**src/rtl/stack_unit.sv**
```systemverilog
// Register-file operand stack: one push/pop/replace/binop/dup/swap/clear per clock,
// with TOS/NOS read ports, sticky overflow/underflow flags and a high-water mark.
module stack_unit #(
  parameter int REG_BITS = 32,
  parameter int DEPTH    = 16,
  parameter int PTR_BITS = 4
) (
  input  logic                  clk,
  input  logic                  rst_n,
  input  logic                  op_valid,
  input  logic [2:0]            op,
  input  logic [REG_BITS-1:0]   wdata,
  input  logic                  clear_err,
  output logic [REG_BITS-1:0]   tos,
  output logic [REG_BITS-1:0]   nos,
  output logic [PTR_BITS:0]     count,
  output logic                  empty,
  output logic                  full,
  output logic                  op_ok,
  output logic                  op_err,
  output logic                  err_overflow,
  output logic                  err_underflow,
  output logic [PTR_BITS:0]     high_water
);

  localparam int CNT_BITS = PTR_BITS + 1;
  localparam logic [CNT_BITS-1:0] DEPTH_C = CNT_BITS'(DEPTH);
  localparam logic [CNT_BITS-1:0] ZERO_C  = {CNT_BITS{1'b0}};
  localparam logic [CNT_BITS-1:0] ONE_C   = CNT_BITS'(1'b1);
  localparam logic [CNT_BITS-1:0] TWO_C   = CNT_BITS'(2'd2);

  localparam logic [2:0] OP_NOP   = 3'b000;
  localparam logic [2:0] OP_PUSH  = 3'b001;
  localparam logic [2:0] OP_POP   = 3'b010;
  localparam logic [2:0] OP_REPL  = 3'b011;
  localparam logic [2:0] OP_BINOP = 3'b100;
  localparam logic [2:0] OP_DUP   = 3'b101;
  localparam logic [2:0] OP_SWAP  = 3'b110;
  localparam logic [2:0] OP_CLEAR = 3'b111;

  logic [REG_BITS-1:0] entries_r [DEPTH];
  logic [CNT_BITS-1:0] count_r;
  logic [CNT_BITS-1:0] hw_r;
  logic                op_ok_r;
  logic                op_err_r;
  logic                ovf_r;
  logic                unf_r;

  logic [PTR_BITS-1:0] top_idx_s;
  logic [PTR_BITS-1:0] nos_idx_s;
  logic [PTR_BITS-1:0] push_idx_s;
  logic [REG_BITS-1:0] tos_s;
  logic [REG_BITS-1:0] nos_s;
  logic                has1_s;
  logic                has2_s;
  logic                room_s;

  logic                ok_s;
  logic                ovf_s;
  logic                unf_s;
  logic                clr_s;
  logic [CNT_BITS-1:0] count_nx_s;
  logic                wa_en_s;
  logic [PTR_BITS-1:0] wa_idx_s;
  logic [REG_BITS-1:0] wa_data_s;
  logic                wb_en_s;
  logic [PTR_BITS-1:0] wb_idx_s;
  logic [REG_BITS-1:0] wb_data_s;

  // Only the low pointer bits address the file; count==DEPTH never indexes a write.
  assign top_idx_s  = PTR_BITS'(count_r - ONE_C);
  assign nos_idx_s  = PTR_BITS'(count_r - TWO_C);
  assign push_idx_s = count_r[PTR_BITS-1:0];

  assign has1_s = (count_r != ZERO_C);
  assign has2_s = (count_r >= TWO_C);
  assign room_s = (count_r < DEPTH_C);

  assign tos_s = has1_s ? entries_r[top_idx_s] : {REG_BITS{1'b0}};
  assign nos_s = has2_s ? entries_r[nos_idx_s] : {REG_BITS{1'b0}};

  assign tos           = tos_s;
  assign nos           = nos_s;
  assign count         = count_r;
  assign empty         = ~has1_s;
  assign full          = (count_r == DEPTH_C);
  assign op_ok         = op_ok_r;
  assign op_err        = op_err_r;
  assign err_overflow  = ovf_r;
  assign err_underflow = unf_r;
  assign high_water    = hw_r;

  // Decode the op into legality, next count and up to two entry writes (SWAP needs both).
  always_comb begin
    ok_s       = 1'b0;
    ovf_s      = 1'b0;
    unf_s      = 1'b0;
    clr_s      = 1'b0;
    count_nx_s = count_r;
    wa_en_s    = 1'b0;
    wa_idx_s   = push_idx_s;
    wa_data_s  = wdata;
    wb_en_s    = 1'b0;
    wb_idx_s   = nos_idx_s;
    wb_data_s  = tos_s;
    if (op_valid) begin
      case (op)
        OP_NOP: begin
          ok_s = 1'b0;
        end
        OP_PUSH: begin
          if (room_s) begin
            ok_s       = 1'b1;
            wa_en_s    = 1'b1;
            wa_idx_s   = push_idx_s;
            wa_data_s  = wdata;
            count_nx_s = count_r + ONE_C;
          end else begin
            ovf_s = 1'b1;
          end
        end
        OP_POP: begin
          if (has1_s) begin
            ok_s       = 1'b1;
            count_nx_s = count_r - ONE_C;
          end else begin
            unf_s = 1'b1;
          end
        end
        OP_REPL: begin
          if (has1_s) begin
            ok_s      = 1'b1;
            wa_en_s   = 1'b1;
            wa_idx_s  = top_idx_s;
            wa_data_s = wdata;
          end else begin
            unf_s = 1'b1;
          end
        end
        OP_BINOP: begin
          if (has2_s) begin
            ok_s       = 1'b1;
            wa_en_s    = 1'b1;
            wa_idx_s   = nos_idx_s;
            wa_data_s  = wdata;
            count_nx_s = count_r - ONE_C;
          end else begin
            unf_s = 1'b1;
          end
        end
        OP_DUP: begin
          if (!has1_s) begin
            unf_s = 1'b1;
          end else if (!room_s) begin
            ovf_s = 1'b1;
          end else begin
            ok_s       = 1'b1;
            wa_en_s    = 1'b1;
            wa_idx_s   = push_idx_s;
            wa_data_s  = tos_s;
            count_nx_s = count_r + ONE_C;
          end
        end
        OP_SWAP: begin
          if (has2_s) begin
            ok_s      = 1'b1;
            wa_en_s   = 1'b1;
            wa_idx_s  = top_idx_s;
            wa_data_s = nos_s;
            wb_en_s   = 1'b1;
            wb_idx_s  = nos_idx_s;
            wb_data_s = tos_s;
          end else begin
            unf_s = 1'b1;
          end
        end
        OP_CLEAR: begin
          ok_s       = 1'b1;
          clr_s      = 1'b1;
          count_nx_s = ZERO_C;
        end
        default: begin
          ok_s = 1'b0;
        end
      endcase
    end else begin
      count_nx_s = count_r;
    end
  end

  // Entry file: cleared on reset, written by the decoded write ports.
  always_ff @(posedge clk or negedge rst_n) begin
    if (!rst_n) begin
      for (int i = 0; i < DEPTH; i++) begin
        entries_r[i] <= {REG_BITS{1'b0}};
      end
    end else begin
      if (wa_en_s) begin
        entries_r[wa_idx_s] <= wa_data_s;
      end
      if (wb_en_s) begin
        entries_r[wb_idx_s] <= wb_data_s;
      end
    end
  end

  // Occupancy and high-water mark; count never exceeds DEPTH so the mark saturates naturally.
  always_ff @(posedge clk or negedge rst_n) begin
    if (!rst_n) begin
      count_r <= ZERO_C;
      hw_r    <= ZERO_C;
    end else begin
      count_r <= count_nx_s;
      if (clr_s) begin
        hw_r <= ZERO_C;
      end else if (ok_s && (count_nx_s > hw_r)) begin
        hw_r <= count_nx_s;
      end
    end
  end

  // Status pulses and sticky flags; a new error wins over a same-edge clear.
  always_ff @(posedge clk or negedge rst_n) begin
    if (!rst_n) begin
      op_ok_r  <= 1'b0;
      op_err_r <= 1'b0;
      ovf_r    <= 1'b0;
      unf_r    <= 1'b0;
    end else begin
      op_ok_r  <= ok_s;
      op_err_r <= ovf_s | unf_s;
      ovf_r    <= ovf_s | (ovf_r & ~clear_err);
      unf_r    <= unf_s | (unf_r & ~clear_err);
    end
  end

endmodule

```
**config.mk**
```make
export PLATFORM = sky130hd
export DESIGN_NAME = stack_unit
export DESIGN_NICKNAME = d
export VERILOG_FILES = /design/src/rtl/stack_unit.sv
export SDC_FILE = /design/constraint.sdc
export NUM_CORES = 2
export LEC_CHECK = 0
export CAP_MARGIN = 20
export CORE_UTILIZATION = 57
export DETAILED_ROUTE_END_ITERATION = 7
export PLACE_DENSITY = 0.78
export SLEW_MARGIN = 5
export SYNTH_ARGS = -nofsm -noshare
export SYNTH_HDL_FRONTEND = slang
export SYNTH_SLANG_ARGS = --single-unit
```
**constraint.sdc**
```tcl
create_clock -name clk -period 5.02 [get_ports clk]
set_clock_uncertainty 0.15 [all_clocks]
set_input_delay 1.255 -clock clk [delete_from_list [all_inputs] [get_ports clk]]
set_output_delay 1.255 -clock clk [all_outputs]
set_load 0.02 [all_outputs]
```
==> flow_metrics.py <==
metrics = {
    "outcome": {
        "status": "finished with violations",
        "violations": "design-rule violations, negative setup slack",
    },
    "floorplan": {
        "die_h_um": 251.6,
        "start_util_pct": 57.63,
        "core-area_um2": 61600,
        "die_area_um2": 63280,
        "io_pins": 119,
        "rows": 91,
        "dieWidth_um": 251.6,
    },
    "yosys": {
        "synth-simple-area-share_pct": 14.36,
        "yosys_warnings": 0,
        "yosys.cell_types.count": 68,
        "synth-xor-area-share_pct": 0.1480,
        "seq_area_frac_synth_pct": 37.08,
        "synth-compound-area-share_pct": 20.54,
        "syn_nets": 3213,
        "async_reset_ff_share_pct": 100.0,
        "synthAdderAreaFrac_pct": 0.4582,
        "synth_top_family_by_area": "multiplexers",
        "synth_edf_count": 0,
        "ys.flop_type": "dfrtp_1",
        "synth_area_um2": 35500,
        "avgSynthCellArea_um2": 11.23,
        "synthCells": 3161,
        "muxShareOfSynthArea_pct": 21.02,
        "ys_ff_latch": 526,
    },
    "placed_design": {
        "place_ws_ns": 0.2485,
        "dp.cells": 3964,
        "detailed_place_hpwl_mm": 85.14,
        "gp_congestion": 0.9722,
        "numPortBuffers": 118,
    },
    "timing": {
        "setup_violations": 6,
        "tightest_slew_ns": 0.9724,
        "fin_ws_ns": -0.1446,
        "maxSlewViolCount": 0,
        "clock.fmax_mhz": 193.6,
        "min_period_ns": 5.165,
        "hold-worst-slack_ns": 0.3802,
        "slew_headroom_pct": 35.18,
        "fin_crit_sh_pct": 102.9,
        "rsz0062_at_grt": "yes",
        "hold_violations": 0,
    },
    "pwr": {
        "powerDensity_nw_per_um2": 672.6,
        "leakagePower_nw": 15.89,
        "vdd_drop_max_uv": 749.2,
        "power_mw": 27.51,
    },
    "worst_setup_path": {
        "cpPeakStageDelay_ns": 0.71,
        "crit_slowest_cell": "clkdlybuf4s50_1",
        "critPathMaxFanout": 137,
        "worst_ep_required_time_ns": 3.62,
        "worst-path-buf-inv": 3,
        "r2r-start": "count[0]",
        "startpoint_type": "flip-flop",
        "crit_path_end_kind": "output port",
        "cp.arrival_ns": 3.76,
        "r2r_end": "high_water[2]",
        "worstSetupStartpoint": "count[1]",
        "path_delay_family": "buffers and inverters",
        "worstSetupPathType": "flip-flop to output port",
        "r2r.worst_path.cells": 16,
        "regToRegSetupSlack_ns": 0.49,
        "cp_cell_sequence": "buf_16 > ha_1 > nand2b_1 > nand2_2 > buf_12 > and2_1 > clkdlybuf4s50_1",
    },
    "layout": {
        "fin_cells": 4099,
        "fin_nets": 3261,
        "fillers": 4277,
        "layout-drive-gt1-share_pct": 31.83,
        "area_growth_pct": 15.20,
        "final_util_pct": 66.39,
    },
    "detailed_routing": {
        "drt-total-wl_mm": 155.3,
        "routedWlPerCell_um": 37.89,
        "vias_per_cell": 8.266,
        "drt_iter0_drc": 6442,
        "drt_first_pass_iters": 8,
        "drtAntennaViolNets": 0,
        "drcViolationCount": 53,
        "vias": 33880,
    },
    "cts": {
        "cts_root_buffer": "clkbuf_16",
        "cts_buffers": 57,
        "cts.sinks": 526,
        "cts_buffer_depth": 3,
        "clk_latency_ns": 0.66,
        "path_clk_slew_ns": 0.06,
        "cts_tree": "built",
        "htree_num_levels": 2,
    },
    "global_routing": {
        "grt_pass1_vias": 34020,
        "grt_util_all_layers_pct": 48.90,
        "overflow": 0,
        "antenna_found_initial": 5,
        "grt_pass1_wl_mm": 224.7,
        "grt_max_degree": 138,
    },
    "min_path": {
        "hold_depth": 2,
        "hold_path.class": "flip-flop to flip-flop",
        "hold_start": "err_underflow",
        "holdPathEnd": "err_underflow",
    },
    "flow_run": {
        "cap_violations": 0,
    },
}
## stage by stage
stage	setup TNS, ns	cell area [um^2]
after detailed placement	0	38410
after global routing	-0.2450	40880
after floorplan	0	35530
after global placement	0	38410
final	-0.3635	40890
after CTS	-0.1001	40690
## cell type report
cell class,instances,area (um^2),area share (%)
Multi-Input combinational cell,2216,20480,50.07
Sequential cell,526,13170,32.21
Timing Repair Buffer,391,4114,10.06
Clock buffer,79,1640,4.011
Tap cell,837,1047,2.561
Clock inverter,29,367.9,0.8996
Inverter,17,67.56,0.1652
Antenna cell,4,10.01,0.02448
## state kept, by name, indices dropped and copies added (netlist names)
signal	count
entries_r	512
count	5
high_water	5
err_overflow	1
err_underflow	1
op_err	1
op_ok	1
## Yosys cell counts, drive strengths merged (3+ instances only)
master,n,area [um^2]
dlygate4sd1,17,148.9
nand4,11,75.07
and2,65,456.7
dfrtp,526,13160
o21ai,15,75.07
clkbuf,204,765.7
nor3,15,80.08
o21a,7,52.55
o32ai,3,26.28
inv,17,63.81
xnor2,4,35.03
nand2b,5,31.28
nand2,1035,3885
nor2b,6,37.54
ha,13,162.7
o221ai,499,6279
nor3b,3,22.52
buf,181,1291
o22ai,3,18.77
o211ai,32,240.2
a211oi,7,52.55
nor2,45,168.9
mux2i,3,30.03
a222oi,31,310.3
nand3,36,180.2
a21oi,17,85.08
mux4,319,7420
or3b,3,26.28
and3,7,43.79
## cells by family after synthesis
family | count (synthesis)
AO/OA/AOI/OAI | 632
XOR/XNOR | 6
adder cells (fa/ha/maj) | 13
buffers and inverters | 419
flip-flops | 526
multiplexers | 323
AND/OR/NAND/NOR | 1242
## routing by layer
metal	global-route usage (%)	wire (um)
met5	1.467	124
met4	37.20	16720
met3	28.52	30210
met2	65.75	61590
met1	56.89	46680
## how the worst max path moves through the flow
stage | endpoint | slack (ns) | depth (start not counted)
2_1_floorplan | tos[16] | 0.04 | 14
3_3_place_gp | high_water[0] | 0.25 | 15
3_5_place_dp | entries_r[50] | 0.25 | 11
4_1_cts | tos[30] | -0.08 | 8
5_1_grt | nos[11] | -0.08 | 7
6_report | nos[11] | -0.14 | 7
## placed cells by master, fill, tap and decap left out, types with 12 or more instances in the layout
cell,count
and2_4,20
and2_1,33
o221ai_2,305
mux4_2,255
o21ai_0,15
inv_1,15
o211ai_1,32
and2_0,12
nand3_2,25
mux4_1,60
buf_12,47
nor2_1,21
o221ai_1,194
nor2_4,24
buf_4,208
a21oi_1,17
clkdlybuf4s50_1,84
a222oi_1,31
clkbuf_16,63
dlygate4sd2_1,25
dfrtp_1,524
clkinv_2,13
nand2_1,1034
## report_power, final
part / internal [mW] / total, mW / switching [mW]
clock network: 2.65 / 4.62 / 1.96
registers: 5.87 / 7.24 / 1.37
logic: 7.05 / 15.6 / 8.59
total: 15.6 / 27.5 / 11.9
## what timing repair did
action / CTS / global route
pin swaps: 2 / 1
endpoints found under the hold margin: 0 / 0
gates resized for setup: 38 / 13
cloned: 4 / 5
setup buffers: 11 / 3
hold buffers: 0 / 0
setup endpoints to repair: 63 / 26
## worst register-to-register path, delay by kind of cell (launching register included)
kind,cells,cell delay [ns]
AOI/OAI and AO/OA,9,1.76
adders and majority gates,2,0.57
buffers and inverters,3,0.75
DFF,1,0.50
and+or+nand+nor,2,0.69
Note: power is estimated with default switching activity, not from simulation.
